===== config.mk =====
export PLATFORM = sky130hd
export DESIGN_NAME = pp_loop_event_recorder_flat
export DESIGN_NICKNAME = d
export VERILOG_FILES = /design/src/rtl/pp_loop_event_recorder_if.sv /design/src/rtl/pp_loop_event_recorder.sv /design/src/flat_wrapper.sv
export SDC_FILE = /design/constraint.sdc
export NUM_CORES = 1
export LEC_CHECK = 0
export ABC_CLOCK_PERIOD_IN_PS = 27000
export BUFFER_PORTS_ARGS = -buffer_cell sky130_fd_sc_hd__buf_2
export CAP_MARGIN = 20
export CORE_MARGIN = 1
export CORE_UTILIZATION = 64
export CTS_BUF_LIST = sky130_fd_sc_hd__clkbuf_4 sky130_fd_sc_hd__clkbuf_8
export CTS_CLUSTER_SIZE = 12
export DETAILED_ROUTE_END_ITERATION = 10
export HOLD_SLACK_MARGIN = 0.02
export PLACE_DENSITY = 0.82
export SKIP_CTS_REPAIR_TIMING = 1
export SLEW_MARGIN = 5
export SYNTH_ARGS = -nofsm -noshare
export SYNTH_HDL_FRONTEND = slang
export SYNTH_SLANG_ARGS = --single-unit

===== constraint.sdc =====
create_clock -name clock -period 27 [get_ports clock]
set_input_delay 5.4 -clock clock [delete_from_list [all_inputs] [get_ports clock]]
set_output_delay 5.4 -clock clock [all_outputs]
set_load 0.02 [all_outputs]

===== src/rtl/pp_loop_event_recorder_if.sv =====
// Profiler handshake bundle: kernel/loop strobes in, event stream and status out.
// The recorder attaches as slave; the kernel/consumer side is master.
interface pp_loop_event_recorder_if #(
  parameter int TS_W   = 32,
  parameter int ITER_W = 16,
  parameter int DROP_W = 16
);
  logic              ap_start;
  logic              ap_done;
  logic              iter_start;
  logic              iter_end;
  logic              evt_valid;
  logic              evt_ready;
  logic [3:0]        evt_flags;
  logic [TS_W-1:0]   evt_ts;
  logic [ITER_W-1:0] evt_start_idx;
  logic [ITER_W-1:0] evt_end_idx;
  logic [ITER_W-1:0] in_flight;
  logic [ITER_W-1:0] max_in_flight;
  logic [DROP_W-1:0] drop_count;
  logic              err_sticky;
  logic [1:0]        state;
  logic              flushed;

  modport master (
    output ap_start, ap_done, iter_start, iter_end, evt_ready,
    input  evt_valid, evt_flags, evt_ts, evt_start_idx, evt_end_idx,
    input  in_flight, max_in_flight, drop_count, err_sticky, state, flushed
  );

  modport slave (
    input  ap_start, ap_done, iter_start, iter_end, evt_ready,
    output evt_valid, evt_flags, evt_ts, evt_start_idx, evt_end_idx,
    output in_flight, max_in_flight, drop_count, err_sticky, state, flushed
  );
endinterface


===== src/rtl/pp_loop_event_recorder.sv =====
// Timestamped event recorder for an HLS kernel's start/done and loop iteration strobes,
// buffered in a first-word-fall-through FIFO for a valid/ready consumer.
//
// state   | meaning
// S_IDLE  | waiting for ap_start; iteration strobes here are protocol errors
// S_RUN   | kernel active; strobes sampled, ap_done ends the run
// S_FLUSH | waiting for the consumer to drain the FIFO, then pulse flushed
module pp_loop_event_recorder #(
  parameter int TS_W       = 32,
  parameter int ITER_W     = 16,
  parameter int FIFO_DEPTH = 8,
  parameter int DROP_W     = 16
) (
  input logic                    clock,
  input logic                    reset,
  pp_loop_event_recorder_if.slave bus
);

  localparam int AW = $clog2(FIFO_DEPTH);

  localparam logic [TS_W-1:0]   TS_ONE   = 1;
  localparam logic [ITER_W-1:0] ITER_ONE = 1;
  localparam logic [DROP_W-1:0] DROP_ONE = 1;

  typedef enum logic [1:0] {
    S_IDLE  = 2'd0,
    S_RUN   = 2'd1,
    S_FLUSH = 2'd2
  } state_t;

  typedef struct packed {
    logic [3:0]        flags;
    logic [TS_W-1:0]   ts;
    logic [ITER_W-1:0] sidx;
    logic [ITER_W-1:0] eidx;
  } rec_t;

  state_t            r_state;
  state_t            w_state_nxt;
  logic [TS_W-1:0]   r_ts;
  logic [ITER_W-1:0] r_sidx;
  logic [ITER_W-1:0] r_eidx;
  logic [ITER_W-1:0] r_in_flight;
  logic [ITER_W-1:0] r_max;
  logic [DROP_W-1:0] r_drop;
  logic              r_err;
  logic              r_flushed;

  rec_t              r_mem [FIFO_DEPTH];
  logic [AW:0]       r_wr_ptr;
  logic [AW:0]       r_rd_ptr;

  logic              w_mod_start;
  logic              w_mod_done;
  logic              w_sample;
  logic              w_st;
  logic              w_en;
  logic              w_push;
  logic              w_pop;
  logic              w_wr_en;
  logic              w_drop;
  logic              w_empty;
  logic              w_full;
  logic              w_flush_done;
  logic              w_err;
  logic [ITER_W-1:0] w_sidx_base;
  logic [ITER_W-1:0] w_eidx_base;
  logic [ITER_W-1:0] w_if_base;
  logic [ITER_W-1:0] w_max_base;
  logic [ITER_W-1:0] w_if_nxt;
  logic [ITER_W-1:0] w_max_nxt;
  rec_t              w_rec;
  rec_t              w_head;

  // Event decode; the mod_start cycle also samples strobes against cleared counters.
  assign w_mod_start = (r_state == S_IDLE) && bus.ap_start;
  assign w_mod_done  = (r_state == S_RUN) && bus.ap_done;
  assign w_sample    = (r_state == S_RUN) || w_mod_start;
  assign w_st        = bus.iter_start && w_sample;
  assign w_en        = bus.iter_end && w_sample;

  assign w_sidx_base = w_mod_start ? '0 : r_sidx;
  assign w_eidx_base = w_mod_start ? '0 : r_eidx;
  assign w_if_base   = w_mod_start ? '0 : r_in_flight;
  assign w_max_base  = w_mod_start ? '0 : r_max;

  assign w_rec.flags = {w_mod_done, w_en, w_st, w_mod_start};
  assign w_rec.ts    = r_ts;
  assign w_rec.sidx  = w_sidx_base;
  assign w_rec.eidx  = w_eidx_base;
  assign w_push      = |w_rec.flags;

  assign w_empty = (r_wr_ptr == r_rd_ptr);
  assign w_full  = (r_wr_ptr[AW] != r_rd_ptr[AW]) &&
                   (r_wr_ptr[AW-1:0] == r_rd_ptr[AW-1:0]);
  assign w_pop   = !w_empty && bus.evt_ready;
  // A pop in the same cycle frees the slot, so a full FIFO still accepts the push.
  assign w_wr_en = w_push && (!w_full || w_pop);
  assign w_drop  = w_push && w_full && !w_pop;

  assign w_flush_done = (r_state == S_FLUSH) && w_empty && !w_push;

  always_comb begin
    w_if_nxt = w_if_base;
    w_err    = 1'b0;
    if (w_st && !w_en) begin
      w_if_nxt = w_if_base + ITER_ONE;
    end else if (w_en && !w_st) begin
      if (w_if_base == '0) w_err = 1'b1;
      else                 w_if_nxt = w_if_base - ITER_ONE;
    end
    if ((bus.iter_start || bus.iter_end) && !w_sample) w_err = 1'b1;
    w_max_nxt = (w_if_nxt > w_max_base) ? w_if_nxt : w_max_base;
  end

  always_comb begin
    w_state_nxt = r_state;
    case (r_state)
      S_IDLE:  if (w_mod_start) w_state_nxt = S_RUN;
      S_RUN:   if (w_mod_done) w_state_nxt = S_FLUSH;
      S_FLUSH: if (w_flush_done) w_state_nxt = S_IDLE;
      default: w_state_nxt = S_IDLE;
    endcase
  end

  always_ff @(posedge clock or posedge reset) begin
    if (reset) begin
      r_state     <= S_IDLE;
      r_ts        <= '0;
      r_sidx      <= '0;
      r_eidx      <= '0;
      r_in_flight <= '0;
      r_max       <= '0;
      r_drop      <= '0;
      r_err       <= 1'b0;
      r_flushed   <= 1'b0;
    end else begin
      r_state     <= w_state_nxt;
      r_ts        <= r_ts + TS_ONE;
      r_sidx      <= w_st ? w_sidx_base + ITER_ONE : w_sidx_base;
      r_eidx      <= w_en ? w_eidx_base + ITER_ONE : w_eidx_base;
      r_in_flight <= w_if_nxt;
      r_max       <= w_max_nxt;
      r_flushed   <= w_flush_done;
      if (w_err) r_err <= 1'b1;
      if (w_drop && (r_drop != '1)) r_drop <= r_drop + DROP_ONE;
    end
  end

  always_ff @(posedge clock or posedge reset) begin
    if (reset) begin
      r_wr_ptr <= '0;
      r_rd_ptr <= '0;
      for (int i = 0; i < FIFO_DEPTH; i++) r_mem[i] <= '0;
    end else begin
      if (w_wr_en) begin
        r_mem[r_wr_ptr[AW-1:0]] <= w_rec;
        r_wr_ptr <= r_wr_ptr + 1'b1;
      end
      if (w_pop) r_rd_ptr <= r_rd_ptr + 1'b1;
    end
  end

  assign w_head = r_mem[r_rd_ptr[AW-1:0]];

  assign bus.evt_valid     = !w_empty;
  assign bus.evt_flags     = w_head.flags;
  assign bus.evt_ts        = w_head.ts;
  assign bus.evt_start_idx = w_head.sidx;
  assign bus.evt_end_idx   = w_head.eidx;
  assign bus.in_flight     = r_in_flight;
  assign bus.max_in_flight = r_max;
  assign bus.drop_count    = r_drop;
  assign bus.err_sticky    = r_err;
  assign bus.state         = r_state;
  assign bus.flushed       = r_flushed;

endmodule


===== src/flat_wrapper.sv =====
// flat-port wrapper written by rule: the top's interface ports become plain ports
module pp_loop_event_recorder_flat 
#(
  parameter int TS_W       = 32,
  parameter int ITER_W     = 16,
  parameter int FIFO_DEPTH = 8,
  parameter int DROP_W     = 16
)
  (clock, reset, bus_ap_start, bus_ap_done, bus_iter_start, bus_iter_end, bus_evt_ready, bus_evt_valid, bus_evt_flags, bus_evt_ts, bus_evt_start_idx, bus_evt_end_idx, bus_in_flight, bus_max_in_flight, bus_drop_count, bus_err_sticky, bus_state, bus_flushed);
  pp_loop_event_recorder_if #(.TS_W(TS_W), .ITER_W(ITER_W), .DROP_W(DROP_W)) bus_i ();
  input logic clock;
  input logic reset;
  input wire logic [$bits(bus_i.ap_start)-1:0] bus_ap_start;
  input wire logic [$bits(bus_i.ap_done)-1:0] bus_ap_done;
  input wire logic [$bits(bus_i.iter_start)-1:0] bus_iter_start;
  input wire logic [$bits(bus_i.iter_end)-1:0] bus_iter_end;
  input wire logic [$bits(bus_i.evt_ready)-1:0] bus_evt_ready;
  output wire logic [$bits(bus_i.evt_valid)-1:0] bus_evt_valid;
  output wire logic [$bits(bus_i.evt_flags)-1:0] bus_evt_flags;
  output wire logic [$bits(bus_i.evt_ts)-1:0] bus_evt_ts;
  output wire logic [$bits(bus_i.evt_start_idx)-1:0] bus_evt_start_idx;
  output wire logic [$bits(bus_i.evt_end_idx)-1:0] bus_evt_end_idx;
  output wire logic [$bits(bus_i.in_flight)-1:0] bus_in_flight;
  output wire logic [$bits(bus_i.max_in_flight)-1:0] bus_max_in_flight;
  output wire logic [$bits(bus_i.drop_count)-1:0] bus_drop_count;
  output wire logic [$bits(bus_i.err_sticky)-1:0] bus_err_sticky;
  output wire logic [$bits(bus_i.state)-1:0] bus_state;
  output wire logic [$bits(bus_i.flushed)-1:0] bus_flushed;
  assign bus_i.ap_start = bus_ap_start;
  assign bus_i.ap_done = bus_ap_done;
  assign bus_i.iter_start = bus_iter_start;
  assign bus_i.iter_end = bus_iter_end;
  assign bus_i.evt_ready = bus_evt_ready;
  assign bus_evt_valid = bus_i.evt_valid;
  assign bus_evt_flags = bus_i.evt_flags;
  assign bus_evt_ts = bus_i.evt_ts;
  assign bus_evt_start_idx = bus_i.evt_start_idx;
  assign bus_evt_end_idx = bus_i.evt_end_idx;
  assign bus_in_flight = bus_i.in_flight;
  assign bus_max_in_flight = bus_i.max_in_flight;
  assign bus_drop_count = bus_i.drop_count;
  assign bus_err_sticky = bus_i.err_sticky;
  assign bus_state = bus_i.state;
  assign bus_flushed = bus_i.flushed;
  pp_loop_event_recorder #(.TS_W(TS_W), .ITER_W(ITER_W), .FIFO_DEPTH(FIFO_DEPTH), .DROP_W(DROP_W)) u_core (.clock(clock), .reset(reset), .bus(bus_i));
endmodule

Word-level counts from Yosys, hierarchy flattened
Index checks and enable logic that the tools add are counted.
W data, S select, Z words.

cells by class
  add/sub/neg operators = 8
  multipliers = 0
  divide/modulo/power cells = 0
  order comparisons = 4
  eq/ne operators = 9
  shifts and indexed selects = 0
  mux-type cells = 24
  bitwise operators = 2
  reduce and logical (&&, ||, !) cells = 30

operators with widths
  kind                     count
  $bwmux W544              1
  $bmux W68 S3             1
  $demux W68 S3            1
  $mux W68                 3
  $mux W16                 10
  $add A16 B1 Y16 const B  4
  $add A32 B1 Y32 const B  1
  $gt A16 B16 Y1           1
  $logic_and A1 B1 Y1      16
  $logic_not A16 Y1        1
  $ne A16 B16 Y1 const B   1
  $sub A16 B1 Y16 const B  1
  $add A4 B1 Y4 const B    2
  $ge A4 B4 Y1 const B     2
  $not A3 Y4               2
  $logic_not A1 Y1         7
  $mux W2                  3
  $ne A2 B1 Y1 const B     3
  $pmux W2 S3              1
  $eq A4 B4 Y1             1
  $lt A4 B1 Y1 const B     1
  $mux W1                  4
  $reduce_or A4 Y1         1
  $eq A3 B3 Y1             1
  6 further kinds          8

word-level totals
  bits in registers = 668
  bits in latches = 0
  bits in writable memories = 0
  ROM bits = 0
  output and inout bits = 121
  word-level logic and storage cells = 120
  memories = 0

Depth between registers and ports, before layout
Gate-level depths: netlist of run 1.

  word-level depth = 10
  mapped depth = 22
  gate-level depth less buffers = 15

Worst setup path before layout of run 1
No wires, ideal clock.

  kind = input-to-reg
  start point = input port bus_ap_start
  end point = register u_core.r_max[10], in the netlist u_core.bus.max_in_flight[10]
  setup time = 0.125 ns
  arrival time = 9.796 ns
  required time = 26.875 ns
  setup slack = 17.079 ns
  stages on the path = 21
  path through = or3b_1 > buf_2 > buf_2 > buf_6 > buf_2 > nand2_1 > ha_1 > buf_1 > a2111o_1 > a21o_2 > a211oi_1 > a211o_1 > ha_1 > and3_1 > a221o_1 > a221oi_1 > nor4bb_1 > a211o_1 > buf_4 > buf_6 > mux2_2

between the ends
  longest elaborated chain between the ends = 9
  elaborated cells on any way between the ends = 18
  classes of those cells = add/sub (2); order compare (1); mux (6); reduce/logical (9)

ends and longest elaborated chain
  element                                                                  line                           source
  start: declaration                                                       flat_wrapper.sv:13             input wire logic [$bits(bus_i.ap_start)-1:0] bus_ap_start;
  $logic_and A1 B1 Y1 *                                                    pp_loop_event_recorder.sv:76   assign w_mod_start = (r_state == S_IDLE) && bus.ap_start;
  parallel branches: the longest is 5 deep, another holds $sub A16 B1 Y16  n/a
  $mux W16 *                                                               pp_loop_event_recorder.sv:106  if (w_st && !w_en) begin
  net u_core.w_if_nxt[11]                                                  pp_loop_event_recorder.sv:70   logic [ITER_W-1:0] w_if_nxt;
  $gt A16 B16 Y1 *                                                         pp_loop_event_recorder.sv:113  w_max_nxt = (w_if_nxt > w_max_base) ? w_if_nxt : w_max_base;
  $mux W16 *                                                               pp_loop_event_recorder.sv:113
  net u_core.w_max_nxt[10]                                                 pp_loop_event_recorder.sv:71   logic [ITER_W-1:0] w_max_nxt;
  end signal: assignment                                                   pp_loop_event_recorder.sv:143  r_max <= w_max_nxt;
  end: declaration                                                         pp_loop_event_recorder.sv:44   logic [ITER_W-1:0] r_max;

Mark *: on every way through the listed nets, which the timed path passes.
A chain may end at the register's enable or synchronous reset.

Final worst setup path of run 1
  start point = input port bus_ap_start
  end point = register u_core.r_max[8], in the netlist u_core.bus.max_in_flight[8]

Same word-level chain as after synthesis.

==> results by group, run 1 <==
Run status
  – Run status: complete, but fails checks
  – Failing checks: design-rule violations

Timing
  – Setup violators final: 0
  – Final critical-path share of the clock period: roughly two fifths
  – Setup TNS: 0 ns
  – Max-slew violation count: 0
  – Final worst slack: around 17 ns
  – Actual slew at the worst max-slew pin: between 1 and 1.5 ns
  – Fin crit period: between 10 and 15 ns
  – Clk_skew: 0.0308 ns
  – FMAX: slightly below 0.1 GHz
  – RSZ-0062 raised after global routing: false
  – Final Hold Fails: 0
  – Slew margin rel.: 18.0%

Global routing
  – Vias in the first global route: about 20000
  – First-pass GRT wire length: between 100000 and 150000 um
  – Initial antenna violation count: 2
  – Aggregate global routing overflow: 0
  – Tot GR Track Use: slightly below 30%
  – Largest net degree at the start of global routing: a little under 200

Drt
  – Routed wire per std cell: roughly 21 um
  – Total Wirelength: 67400 um
  – Drt first pass iters: 9
  – DR DRC count: 8
  – DRT antenna net count: 0
  – Via density: approximately 6.2
  – Initial drt markers: around 1400
  – DR vias: between 15000 and 20000

Synthesis
  – Largest cells by area after synthesis: dfrtp_1 (55%), mux2_2 (12%), mux4_2 (10%)
  – Synth unique cells: 70
  – Synth Flop Type: dfrtp_1
  – Syn_area_per_cell: between 10 and 15 um^2
  – Register area share after synthesis: a little under three fifths
  – Dominant cell by count in the synthesized netlist: dfrtp_1
  – Ys async rst share: between 90% and 100%
  – Post-Syn Instances: 2437
  – Warnings from Yosys: 0
  – Yosys reg bits: between 600 and 700
  – Synth area leader: dfrtp_1
  – Top cell type's share of synthesized area: ~55%
  – Post-synth top cells: dfrtp_1 (668), nand2_1 (385), mux2_2 (330)
  – Syn Std Cell Area: between 30000 and 40000 um^2
  – Number of synthesized flops with an enable pin: 0
  – Syn_nets: 2469

Floorplan
  – Initial Util: ~65%
  – Core Footprint: about 47000 um^2
  – Die Area: just under 50000 um^2
  – Die width: 220 um
  – Chip height: 220 um
  – Io pins: approximately 130
  – # rows: slightly below 80

Placement
  – # port buffers: between 100 and 150
  – Post-DP HPWL: between 30000 and 40000 um
  – Post-DP Area: slightly above 30000 um^2
  – Final RePlAce weighted congestion: around 0.86
  – Dpl cells: 3000
  – Place WS: 15.97 ns

Worst setup path
  – Worst EP required: 27.57 ns
  – Worst path bufs/invs: 2
  – CP Capture Type: flop
  – Slowest stage delay, CP: 0.72 ns
  – CP Data Arrival Time: 10.94 ns
  – CP top delay family: compound AO/OA/AOI/OAI gates
  – Worst Path Class, Setup: input port to flop
  – Worst r2r src: u_core.bus.state[0]$_DFFE_PP0P_
  – Crit path launch: bus_ap_start
  – Critical Path Fanout Max: around 100
  – CP max-delay cell: buf_4
  – Crit path launch type: input port
  – Cell Chain, Critical Path: buf_2, or3b_4, buf_4, nand2_1, ha_1, a2111o_1, a21oi_4, a21boi_1, a211o_1, ha_1, and3_1, a221o_1, a221oi_1, nor4bb_1, a211o_1, mux2_2

CTS
  – Sink Count: about 670
  – CTS tree: done
  – CTS Root Buffer Type: clkbuf_8
  – Total CTS buffers: 106
  – Clk slew on worst S/H paths: 0.05 ns
  – Worst-skew pair later-pin latency: 0.69 ns
  – CTS Buffer Depth: 3
  – CTS HTree Levels: 3

Cells and area
  – Final core area utilization: about 72%
  – FILL cells: approximately 3100
  – Non-Filler Instances: approximately 3200
  – Post-route design area: between 30000 and 40000 um^2
  – Layout area overhead: 10.6%
  – Share of cells above drive strength 1: 32.2%
  – Net count, final: ~2500

Flow run
  – Max Cap Viol: 0

Pwr
  – Worst vdd ir: slightly below 0.0001 V
  – Leakage: between 15 and 20 nW
  – Power per cell area: 94.1 nW/um^2

Min path
  – HP Class: flop to flop
  – Hold_sp: u_core.bus.err_sticky$_DFFE_PP0P_
==> cell usage in the layout, fill, tap and decap left out, types with 20 or more instances in the layout <==
cell / netlist / routed
and2_1: 20 / 20
buf_2: 65 / 127
clkbuf_4: 0 / 30
clkbuf_8: 0 / 137
dfrtp_1: 668 / 665
ha_1: 25 / 25
inv_1: 26 / 25
mux2_2: 330 / 330
mux4_2: 136 / 136
nand2_1: 385 / 382
nand3_1: 36 / 32
nand4_1: 27 / 27
nor2_1: 34 / 34
o21ai_0: 307 / 307
xnor2_1: 51 / 51
xor2_1: 38 / 38
==> path summary, 6_finish.rpt <==
kind                                                          to  slack [ns]  depth (start not counted)
max reg2reg                u_core.bus.max_in_flight[8]$_DFF_PP0_       20.76                         15
max in group asynchronous          u_core.r_mem[363]$_DFFE_PP0P_       19.94                          5
min reg2reg                    u_core.bus.err_sticky$_DFFE_PP0P_        0.47                          1
max                        u_core.bus.max_in_flight[8]$_DFF_PP0_       16.62                         16
min in group asynchronous          u_core.r_mem[121]$_DFFE_PP0P_        4.90                          2
min                            u_core.bus.err_sticky$_DFFE_PP0P_        0.47                          1
==> layer usage <==
layer	vias up	share of wire, %	GRT usage, %
li1	8801	-	-
met1	10200	43	40.4
met2	608	50	47.4
met3	102	5.7	4.38
met4	2	1.9	9.84
met5	-	0.019	0
==> area by class of cell <==
type	instances	area, um^2	area share [%]
timing repair buffer	150	893	2.66
clock inverter	18	204	0.608
clock buffer	167	2110	6.29
inverter	26	105	0.313
antenna	1	2.50	0.00746
tap	607	759	2.26
multi-input combinational	1552	12800	38.0
sequential	668	16700	49.8
==> per-stage QoR <==
| stage | power [mW] | hold WS (ns) |
|---|---|---|
| 2_1_floorplan | 1.99 | 0.445 |
| 3_3_place_gp | 2.21 | 0.448 |
| 3_5_place_dp | 2.24 | 0.457 |
| 4_1_cts | 3.16 | 0.471 |
| 5_1_grt | 3.31 | 0.499 |
| 6_report | 3.16 | 0.471 |
==> state kept, by name, summed over array words and instances (netlist names) <==
signal	cells
u_core.bus.in_flight	16
u_core.r_mem	544
u_core.bus.state	2
u_core.r_ts	32
u_core.bus.max_in_flight	16
u_core.bus.err_sticky	1
u_core.r_wr_ptr	4
u_core.r_sidx	16
u_core.r_rd_ptr	4
u_core.bus.drop_count	16
u_core.bus.flushed	1
u_core.r_eidx	16
==> where the power goes <==
group / total [mW] / internal (mW) / switching [mW]
Clock: 0.920 / 0.532 / 0.388
Combinational: 0.971 / 0.407 / 0.564
Sequential: 1.27 / 1.12 / 0.144
Total: 3.16 / 2.06 / 1.10
==> kinds of logic after synthesis <==
group / Yosys count / synth area share, %
flops: 668 / 55.1
compound gates: 367 / 6.59
simple gates: 594 / 8.91
buf+inv: 217 / 3.07
fa+ha+maj: 25 / 1.03
xor+xnor: 89 / 2.57
mux: 477 / 22.7
No activity file was read; power rests on OpenSTA's default activity.
==> inputs of run 2 (changes only) <==
ABC_CLOCK_PERIOD_IN_PS = 9660   (was 27000)
clock period = 9.66 ns   (was 27 ns; I/O delays follow)
==> run 2 against run 1 <==
Against the previous run: the run still ends with design-rule violations left; power increased to 2.8 times the previous value; routed wire length decreased by 0.33%; setup slack got worse by 13 ns; critical path depth decreased by 1; combinational power increased to 2.8 times the previous value; clock-buffer cell count increased by 5; clock power increased to 2.7 times the previous value; sequential share of layout area increased by 0.19 points; via count decreased by 0.50%; final cell count unchanged.
==> results by group, run 2 (synthesized netlist as in run 1, its figures left out) <==
Timing
  – Setup violators final: 0
  – Setup TNS: 0 ns
  – Slew margin rel.: 22.3%
  – Actual slew at the worst max-slew pin: 1.17 ns
  – Fin crit period: 6.39 ns
  – Final Hold Fails: 0
  – Final worst slack: roughly 3.3 ns
  – Clk_skew: about 0.022 ns
  – RSZ-0062 raised after global routing: false
  – Max-slew violation count: 0
  – Hold_ws: roughly 0.46 ns
  – Final critical-path share of the clock period: 66.1%
  – FMAX: approximately 0.16 GHz

Floorplan
  – Die Area: between 40000 and 50000 um^2
  – Die width: ~220 um
  – Core Footprint: ~47000 um^2
  – Chip height: approximately 220 um
  – # rows: slightly below 80
  – Io pins: between 100 and 150
  – Initial Util: 65.0%

Min path
  – Worst Hold Path EP: u_core.bus.err_sticky$_DFFE_PP0P_
  – HP Class: flop to flop
  – Hold_sp: u_core.bus.err_sticky$_DFFE_PP0P_
  – Hold Crit Depth: 1

CTS
  – Clk slew on worst S/H paths: 0.06 ns
  – Total CTS buffers: between 100 and 150
  – CTS tree: done
  – Worst-skew pair later-pin latency: 0.70 ns
  – CTS HTree Levels: 3
  – CTS Buffer Depth: 3
  – CTS Root Buffer Type: clkbuf_8
  – Sink Count: approximately 670

Global routing
  – Largest net degree at the start of global routing: 190
  – Vias in the first global route: between 20000 and 25000
  – Aggregate global routing overflow: 0
  – Initial antenna violation count: 1
  – Tot GR Track Use: roughly 30%
  – First-pass GRT wire length: around 110000 um

Cells and area
  – Multi-input combinational cell area: ~13000 um^2
  – Commonest non-fill, non-tap cells in the layout: dfrtp_1 (665), nand2_1 (382), mux2_2 (330)
  – Net count, final: between 2000 and 3000
  – Final core area utilization: ~72%
  – Largest regs: u_core.r_mem x544, u_core.r_ts x32
  – Most common cell after layout, fill and taps aside: dfrtp_1
  – Antenna cells: 0
  – Post-route design area: between 30000 and 40000 um^2
  – Non-Filler Instances: about 3200
  – FILL cells: 3044
  – Layout area overhead: 10.2%
  – Most flops, register: u_core.r_mem
  – Number of flip-flops in the largest register: about 540
  – Share of cells above drive strength 1: 32.2%
  – Storage cell area: roughly 17000 um^2

Drt
  – DRT antenna net count: 0
  – DR vias: 19600
  – Drt first pass iters: 8
  – Initial drt markers: around 1600
  – Via density: 6.16
  – DR DRC count: 12
  – Total Wirelength: roughly 67000 um
  – Routed wire per std cell: between 20 and 25 um

Pwr
  – Final Power: 8.71 mW
  – Power per cell area: ~260 nW/um^2
  – Leakage: 15.7 nW
  – Worst vdd ir: between 0.0002 and 0.0003 V

Placement
  – Post-DP Area: approximately 31000 um^2
  – Dpl cells: about 3000
  – # port buffers: roughly 130
  – Final RePlAce weighted congestion: 0.853
  – Place WS: around 2.6 ns
  – Post-DP HPWL: between 30000 and 40000 um

Worst setup path
  – Crit path launch: bus_ap_start
  – Worst EP required: slightly above 10 ns
  – Cell Chain, Critical Path: buf_2, or3b_4, nand2_1, ha_1, a2111o_1, a21oi_4, a21boi_1, a211o_1, ha_1, and3_1, a221o_1, a221oi_1, nor4bb_1, a211o_1, mux2_2
  – Worst Path Class, Setup: input port to flop
  – Reg-to-reg critical path endpoint: u_core.bus.max_in_flight[4]$_DFF_PP0_
  – CP Capture Type: flop
  – Worst r2r src: u_core.bus.state[0]$_DFFE_PP0P_
  – R2R Setup Slk: about 4.0 ns
  – Worst path bufs/invs: 1
  – Slowest stage delay, CP: 0.62 ns
  – CP Data Arrival Time: 6.97 ns
  – CP top delay family: compound AO/OA/AOI/OAI gates
  – Crit path launch type: input port
  – Critical Path Fanout Max: 39
  – CP max-delay cell: a211o_1
  – Number of cells on the worst reg-to-reg path: 14

Flow run
  – Max Cap Viol: 0

Run status
  – Run status: complete, but fails checks
  – Failing checks: design-rule violations
## run 2: layout make-up
type,count,share of cell area [%]
multi-input cells,1552,38.2
clock inverters,14,0.412
well taps,607,2.27
flip-flops and latches,668,50.0
clock buffers,172,6.26
inverters,26,0.303
repair buffers,150,2.57
## run 2: report_power, final
group	internal (mW)	switching, mW	leakage [nW]
logic	1.12	1.56	5.44
registers	3.14	0.405	9.10
clock network	1.39	1.09	1.19
## run 2: metal layers
layer / up-vias / track usage (%) / wire length, um
met3: 92 / 4.90 / 3950
met4: 0 / 9.86 / 1330
li1: 8804 / - / -
met5: - / 0 / 0
met1: 10200 / 39.3 / 27800
met2: 576 / 48.5 / 34100
## run 2: worst register-to-register path: stages (launching register included)
cell	delay, ns
dfrtp_1	0.67
or3b_4	0.54
nand2_1	0.22
ha_1	0.37
a2111o_1	0.52
a21oi_4	0.30
a21boi_1	0.14
a211o_1	0.32
ha_1	0.31
and3_1	0.20
a221o_1	0.29
a221oi_1	0.39
nor4bb_1	0.26
a211o_1	0.62
mux2_2	0.42
## run 2: worst max-delay path by stage
stage / end / cells past startpoint
3_3_place_gp: u_core.bus.max_in_flight[14]$_DFF_PP0_ / 15
2_1_floorplan: u_core.bus.drop_count[0]$_DFFE_PP0P_ / 1
6_report: u_core.bus.max_in_flight[4]$_DFF_PP0_ / 15
3_5_place_dp: u_core.bus.max_in_flight[4]$_DFF_PP0_ / 15
5_1_grt: u_core.bus.max_in_flight[12]$_DFF_PP0_ / 15
4_1_cts: u_core.bus.max_in_flight[12]$_DFF_PP0_ / 15
